### src/rtl/wspr_pkg.sv
// Shared constants and state encoding for the WSPR transmit scheduler.
// One WSPR message is 162 two-bit channel symbols.
package wspr_pkg;
  localparam int NUM_SYMBOLS = 162;
  localparam int SYM_IDX_W   = 8;
  localparam int TONE_W      = 2;
  localparam logic [SYM_IDX_W-1:0] LAST_SYMBOL =
    SYM_IDX_W'(NUM_SYMBOLS - 1);

  typedef enum logic [2:0] {
    IDLE, ARMED, GUARD, LOAD, SEND, DONE
  } state_t;
endpackage

### src/rtl/wspr_tx_scheduler_if.sv
// Scheduler control, symbol-buffer read port and modulator drive.
// slave = scheduler side, master = surrounding system.
interface wspr_tx_scheduler_if;
  import wspr_pkg::*;

  logic                 start_transmission;
  logic                 abort;
  logic                 encoding_valid;
  logic [SYM_IDX_W-1:0] sym_addr;
  logic [TONE_W-1:0]    sym_data;
  logic [TONE_W-1:0]    tone;
  logic                 lo_enable;
  logic                 tx_active;
  logic [SYM_IDX_W-1:0] sym_index;
  logic                 tx_done;

  modport master (
    output start_transmission, abort, encoding_valid, sym_data,
    input  sym_addr, tone, lo_enable, tx_active, sym_index, tx_done
  );

  modport slave (
    input  start_transmission, abort, encoding_valid, sym_data,
    output sym_addr, tone, lo_enable, tx_active, sym_index, tx_done
  );
endinterface

### src/rtl/sync_rise_detect.sv
// Two-flop synchroniser for an asynchronous pin plus a registered
// one-clock rising-edge pulse.
module sync_rise_detect (
  input  logic clk,
  input  logic reset,
  input  logic din,
  output logic pulse
);
  logic meta;
  logic stable;
  logic prev;

  always_ff @(posedge clk or posedge reset) begin
    if (reset) begin
      meta   <= 1'b0;
      stable <= 1'b0;
      prev   <= 1'b0;
      pulse  <= 1'b0;
    end else begin
      meta   <= din;
      stable <= meta;
      prev   <= stable;
      pulse  <= stable & ~prev;
    end
  end
endmodule

### src/rtl/wspr_tx_scheduler.sv
// Steps through the 162 WSPR symbols, holding each tone for
// SYMBOL_CYCLES clocks after a short LO-on guard lead-in.
module wspr_tx_scheduler
  import wspr_pkg::*;
#(
  parameter int SYMBOL_CYCLES = 6826667,
  parameter int CNT_W         = 23,
  parameter int GUARD_CYCLES  = 16
) (
  input logic               clk,
  input logic               reset,
  wspr_tx_scheduler_if.slave bus
);
  localparam logic [CNT_W-1:0] SYM_LAST =
    CNT_W'(SYMBOL_CYCLES - 1);
  localparam logic [CNT_W-1:0] GUARD_LAST =
    CNT_W'(GUARD_CYCLES > 0 ? GUARD_CYCLES - 1 : 0);
  localparam state_t FIRST = (GUARD_CYCLES > 0) ? GUARD : LOAD;

  state_t               state;
  state_t               state_next;
  logic [CNT_W-1:0]     cnt;
  logic [TONE_W-1:0]    tone_q;
  logic [SYM_IDX_W-1:0] idx_q;
  logic [SYM_IDX_W-1:0] addr_q;
  logic                 start_pulse;
  logic                 kill;
  logic                 sym_term;
  logic                 on_air;
  logic                 done;

  sync_rise_detect u_start (
    .clk   (clk),
    .reset (reset),
    .din   (bus.start_transmission),
    .pulse (start_pulse)
  );

  // A dropped encoding_valid means the buffer may be rewritten
  assign kill     = bus.abort | ~bus.encoding_valid;
  assign sym_term = (cnt == SYM_LAST);

  always_ff @(posedge clk or posedge reset) begin
    if (reset) state <= IDLE;
    else       state <= state_next;
  end

  always_comb begin
    state_next = state;
    unique case (state)
      IDLE:
        if (start_pulse)
          state_next = bus.encoding_valid ? FIRST : ARMED;
      ARMED:
        if (bus.abort)               state_next = IDLE;
        else if (bus.encoding_valid) state_next = FIRST;
      GUARD:
        if (kill)                    state_next = IDLE;
        else if (cnt == GUARD_LAST)  state_next = LOAD;
      LOAD:
        state_next = kill ? IDLE : SEND;
      SEND:
        if (kill) state_next = IDLE;
        else if (sym_term && idx_q == LAST_SYMBOL)
          state_next = DONE;
      DONE:    state_next = IDLE;
      default: state_next = IDLE;
    endcase
  end

  always_comb begin
    on_air = 1'b0;
    done   = 1'b0;
    unique case (1'b1)
      (state inside {GUARD, LOAD, SEND}): on_air = 1'b1;
      (state == DONE):                    done   = 1'b1;
      default: ;
    endcase
  end

  // sym_addr runs one symbol ahead so sym_data is ready at the boundary
  always_ff @(posedge clk or posedge reset) begin
    if (reset) begin
      cnt    <= '0;
      tone_q <= '0;
      idx_q  <= '0;
      addr_q <= '0;
    end else if (state_next == IDLE || state_next == DONE) begin
      cnt    <= '0;
      tone_q <= '0;
      idx_q  <= '0;
      addr_q <= '0;
    end else begin
      unique case (state)
        GUARD:
          cnt <= (state_next == LOAD) ? '0 : cnt + CNT_W'(1);
        LOAD: begin
          tone_q <= bus.sym_data;
          idx_q  <= '0;
          addr_q <= SYM_IDX_W'(1);
          cnt    <= '0;
        end
        SEND:
          if (sym_term) begin
            tone_q <= bus.sym_data;
            idx_q  <= idx_q + SYM_IDX_W'(1);
            addr_q <= (addr_q == LAST_SYMBOL) ? addr_q
                                              : addr_q + SYM_IDX_W'(1);
            cnt    <= '0;
          end else begin
            cnt <= cnt + CNT_W'(1);
          end
        default: ;
      endcase
    end
  end

  assign bus.tone      = tone_q;
  assign bus.sym_addr  = addr_q;
  assign bus.sym_index = idx_q;
  assign bus.lo_enable = on_air;
  assign bus.tx_active = on_air;
  assign bus.tx_done   = done;
endmodule
### src/flat_wrapper.sv
// flat-port wrapper written by rule: the top's interface ports become plain ports
module wspr_tx_scheduler_flat import wspr_pkg::*;
#(
  parameter int SYMBOL_CYCLES = 6826667,
  parameter int CNT_W         = 23,
  parameter int GUARD_CYCLES  = 16
)
  (clk, reset, bus_start_transmission, bus_abort, bus_encoding_valid, bus_sym_data, bus_sym_addr, bus_tone, bus_lo_enable, bus_tx_active, bus_sym_index, bus_tx_done);
  wspr_tx_scheduler_if bus_i ();
  input logic clk;
  input logic reset;
  input wire logic [$bits(bus_i.start_transmission)-1:0] bus_start_transmission;
  input wire logic [$bits(bus_i.abort)-1:0] bus_abort;
  input wire logic [$bits(bus_i.encoding_valid)-1:0] bus_encoding_valid;
  input wire logic [$bits(bus_i.sym_data)-1:0] bus_sym_data;
  output wire logic [$bits(bus_i.sym_addr)-1:0] bus_sym_addr;
  output wire logic [$bits(bus_i.tone)-1:0] bus_tone;
  output wire logic [$bits(bus_i.lo_enable)-1:0] bus_lo_enable;
  output wire logic [$bits(bus_i.tx_active)-1:0] bus_tx_active;
  output wire logic [$bits(bus_i.sym_index)-1:0] bus_sym_index;
  output wire logic [$bits(bus_i.tx_done)-1:0] bus_tx_done;
  assign bus_i.start_transmission = bus_start_transmission;
  assign bus_i.abort = bus_abort;
  assign bus_i.encoding_valid = bus_encoding_valid;
  assign bus_i.sym_data = bus_sym_data;
  assign bus_sym_addr = bus_i.sym_addr;
  assign bus_tone = bus_i.tone;
  assign bus_lo_enable = bus_i.lo_enable;
  assign bus_tx_active = bus_i.tx_active;
  assign bus_sym_index = bus_i.sym_index;
  assign bus_tx_done = bus_i.tx_done;
  wspr_tx_scheduler #(.SYMBOL_CYCLES(SYMBOL_CYCLES), .CNT_W(CNT_W), .GUARD_CYCLES(GUARD_CYCLES)) u_core (.clk(clk), .reset(reset), .bus(bus_i));
endmodule
### config.mk
export PLATFORM = sky130hd
export DESIGN_NAME = wspr_tx_scheduler_flat
export DESIGN_NICKNAME = d
export VERILOG_FILES = /design/src/rtl/wspr_pkg.sv /design/src/rtl/wspr_tx_scheduler_if.sv /design/src/rtl/sync_rise_detect.sv /design/src/rtl/wspr_tx_scheduler.sv /design/src/flat_wrapper.sv
export SDC_FILE = /design/constraint.sdc
export NUM_CORES = 1
export LEC_CHECK = 0
export ABC_AREA = 1
export ABC_CLOCK_PERIOD_IN_PS = 2500
export CAP_MARGIN = 20
export CELL_PAD_IN_SITES_DETAIL_PLACEMENT = 0
export CELL_PAD_IN_SITES_GLOBAL_PLACEMENT = 1
export CORE_MARGIN = 3
export CORE_UTILIZATION = 43
export DETAILED_ROUTE_END_ITERATION = 10
export PLACE_DENSITY_LB_ADDON = 0.1
export RECOVER_POWER = 100
export SLEW_MARGIN = 0
export SYNTH_ARGS = -nofsm -noshare
export SYNTH_HDL_FRONTEND = slang
export SYNTH_HIERARCHICAL = 1
export SYNTH_SLANG_ARGS = --single-unit
### constraint.sdc
create_clock -name clk -period 2.5 [get_ports clk]
set_input_delay 0.5 -clock clk [delete_from_list [all_inputs] [get_ports clk]]
set_output_delay 0.5 -clock clk [all_outputs]
set_load 0.02 [all_outputs]
==> flow_summary.yaml <==
floorplan:
  die_y_um: 92.5
  die_x_um: 92.5
  fp.coreArea_mm2: 0.00702
  start_util_pct: 45.8
  fp.dieArea_mm2: 0.00856
  pin_count: 28
  fp-row-count: 30
timing:
  period_share_pct: 92.1
  fmax_ghz: 0.434
  setup_violations: 0
  setup-tns-final_ns: 0
  rsz0062_at_grt: "no"
  skew_ns: 0.0117
  maxSlewHeadroom_pct: 43.9
  worstMarginPinSlew_ns: 0.841
  min_period_ns: 2.30
  hold_violations: 0
  drv_slew: 0
  whs_ns: 0.364
worst_setup_path:
  path_buf_inv: 3
  cp_slowest_cell: "dfrtp_1"
  cp_cell_sequence: "inv_2 -> nand2_2 -> nor2_8 -> inv_4 -> nand2_2 -> dlygate4sd2_1"
  slowest_delay_ns: 0.42
  ff2ff_setup_slack_ns: 0.25
  critPathRequiredTime_ns: 2.00
  crit_family: "buffers and inverters"
  cp-end-kind: "primary output"
  crit_top_cell: "nand2_2"
  worstPathArrival_ns: 1.80
  cp_max_fo: 26
  crit_type: "register to primary output"
  cp-start-kind: "register"
logic_synthesis:
  synth_edf_count: 0
  yosysWarnings: 6
  syn_nets: 444
  ys.flop_type: "dfrtp_1"
  ys_types: 38
  synthArstFlopShare_pct: 100
  synth_seq_cells: 48
  syn_area_mm2: 0.00322
  yosysSeqAreaShare_pct: 37.3
  synth_area_leaders: "dfrtp_1, nand2_1, nor2_1, inv_1, nand3_1"
  yosysTopAreaCellShare_pct: 37.3
  yosysTopAreaCell: "dfrtp_1"
  netlist_instances: 431
  syn_avg_cell_area_um2: 7.47
final_layout:
  stdcell_count: 559
  areaGrowthSynthToFinish_pct: 14.0
  antenna_cells: 0
  fin_nets: 476
  layout-drive-gt1-share_pct: 8.86
power_and_ir_drop:
  irDropWorstVdd_mv: 0.234
  power.share.switching_pct: 38.6
  seqPwrFrac_pct: 44.8
  power_w: 0.00184
  p_leak_nw: 1.62
  cellInternalPower_w: 0.00113
  clock_power_share_pct: 24.5
  powerDensity_mw_per_mm2: 503
  net-switching-power_w: 0.000711
  p_comb_share_pct: 30.7
global_routing:
  grt_max_degree: 28
  grt_pass1_vias: 2803
  grt_pass1_wl_mm: 14.1
  grtUsageTotal_pct: 20.5
  antenna_found_initial: 0
  grt-ovfl-total: 0
run_status:
  outcome: "completed"
worst_hold_path:
  hp-class: "register to register"
cts:
  clock_sinks: 48
  cts_buffers: 5
  cts_buffer_depth: 2
  cts_resized: 2
  clockRootBuffer: "clkbuf_8"
  post-cts-setup-buffer-count: 0
  htree_levels: 2
  path_clk_slew_ns: 0.09
  hold_buffers: 0
  clkLatencyLatePin_ns: 0.30
  cts_tree: "yes"
route:
  wl_mm: 8.30
  dr_total_vias: 2954
  via_per_inst: 5.28
  drtAntennaViolNets: 0
  drc: 0
  dr.pass1.iters: 5
  wl_per_cell_um: 14.9
  drt_iter0_drc: 197
job:
  maxCapViolations: 0
place:
  hpwl_mm: 6.17
  gp_congestion: 0.833
  io_buffers: 27
  numPlacedInstances: 552
-- power groups by stage --
| stage | logic (W) | registers, W | clock network, W |
|---|---|---|---|
| after global placement | 0.000581 | 0.000842 | 0 |
| final | 0.000566 | 0.000827 | 0.000451 |
| after CTS | 0.000579 | 0.000827 | 0.000466 |
| after detailed placement | 0.000588 | 0.000842 | 0 |
| after global routing | 0.000631 | 0.000832 | 0.000500 |
| after floorplan | 0.000443 | 0.000838 | 0 |
-- sequential cells by signal, summed over array words and instances, names as in the netlist --
register / count
u_core/state: 3
u_core/bus.sym_index: 8
u_core/u_start/stable: 1
u_core/bus.tone: 2
u_core/u_start/pulse: 1
u_core/bus.sym_addr: 8
u_core/u_start/meta: 1
u_core/cnt: 23
u_core/u_start/prev: 1
-- path summary, 6_finish.rpt --
check                                                     end                          start  cells after the start
hold reg to reg               u_core/u_start/stable$_DFF_PP0_  u_core/u_start/meta$_DFF_PP0_                      0
hold / removal                u_core/u_start/stable$_DFF_PP0_  u_core/u_start/meta$_DFF_PP0_                      0
setup / recovery                                bus_lo_enable      u_core/state[0]$_DFF_PP0_                      6
setup reg to reg           u_core/bus.sym_addr[1]$_DFFE_PP0P_      u_core/cnt[0]$_DFFE_PP0P_                     11
min in group asynchronous     u_core/u_start/stable$_DFF_PP0_                          reset                      2
max in group asynchronous      u_core/bus.tone[0]$_DFFE_PP0P_                          reset                      3
-- metrics by stage --
step	setup WS [ns]	instance area (µm²)	utilization, %
finish	0.197	3670	52.2
global route	0.0232	3670	52.2
global placement	0.178	3610	51.4
floorplan	0.704	3220	-
detailed placement	0.123	3610	51.4
CTS	0.192	3680	52.4
-- cells by family after synthesis --
family          synth area share [%]
simple gates                    35.3
buf+inv                         8.55
compound gates                  10.7
flops                           37.3
xor+xnor                        5.72
fa+ha+maj                       2.33
-- cells in the final DEF (no fill, tap or decap), types with 2 or more instances in the layout --
cell type | synthesis | routed
o21ai_1 | 7 | 3
clkbuf_8 | 0 | 5
ha_1 | 6 | 6
dlygate4sd2_1 | 0 | 2
nand4_1 | 18 | 18
nand3b_1 | 2 | 2
o21ai_0 | 5 | 9
xor2_1 | 19 | 19
a21oi_1 | 14 | 14
inv_2 | 8 | 8
o2111ai_1 | 8 | 8
dlygate4sd3_1 | 0 | 22
o211ai_1 | 3 | 3
clkdlybuf4s50_1 | 0 | 3
nor4b_1 | 2 | 2
o22ai_1 | 13 | 13
nor2_1 | 55 | 55
nand2_2 | 6 | 6
nand3_1 | 34 | 34
xnor2_1 | 2 | 2
nor3_1 | 13 | 13
dfrtp_1 | 48 | 48
clkbuf_1 | 4 | 3
nand3_2 | 4 | 4
buf_4 | 2 | 6
nand2_1 | 93 | 93
inv_1 | 47 | 47
nor3b_1 | 2 | 2
-- cells in the mapped netlist (all sizes together), types with 6 or more instances --
master,instances
a21oi,15
buf,6
dfrtp,48
ha,6
inv,56
nand2,101
nand3,39
nand4,18
nor2,58
nor3,14
o2111ai,8
o21ai,14
o22ai,13
xor2,19
-- worst register-to-register path: cells and delay by family, from the launching register on --
kind	cells	cell delay, ns
AND/OR/NAND/NOR	7	0.97
flip-flops	1	0.42
AO/OA/AOI/OAI	1	0.29
buffers and inverters	2	0.28
adder cells (fa/ha/maj)	1	0.19
-- metal layers --
layer,GRT usage [%],share of wire (%),up-vias
met3,2.27,4.1,6
li1,-,-,1487
met1,30.8,50,1395
met4,5.20,0.79,0
met5,0,0,-
met2,31.3,45,66
-- area by class of cell --
type                       instances  area [µm²]
timing repair buffer              35         320
clock inverter                     1        5.00
inverter                          56         213
sequential                        48        1200
tap                               96         120
clock buffer                       6        72.6
multi-input combinational        317        1740
fill                             736        3350
No activity file was read; power rests on OpenSTA's default activity.
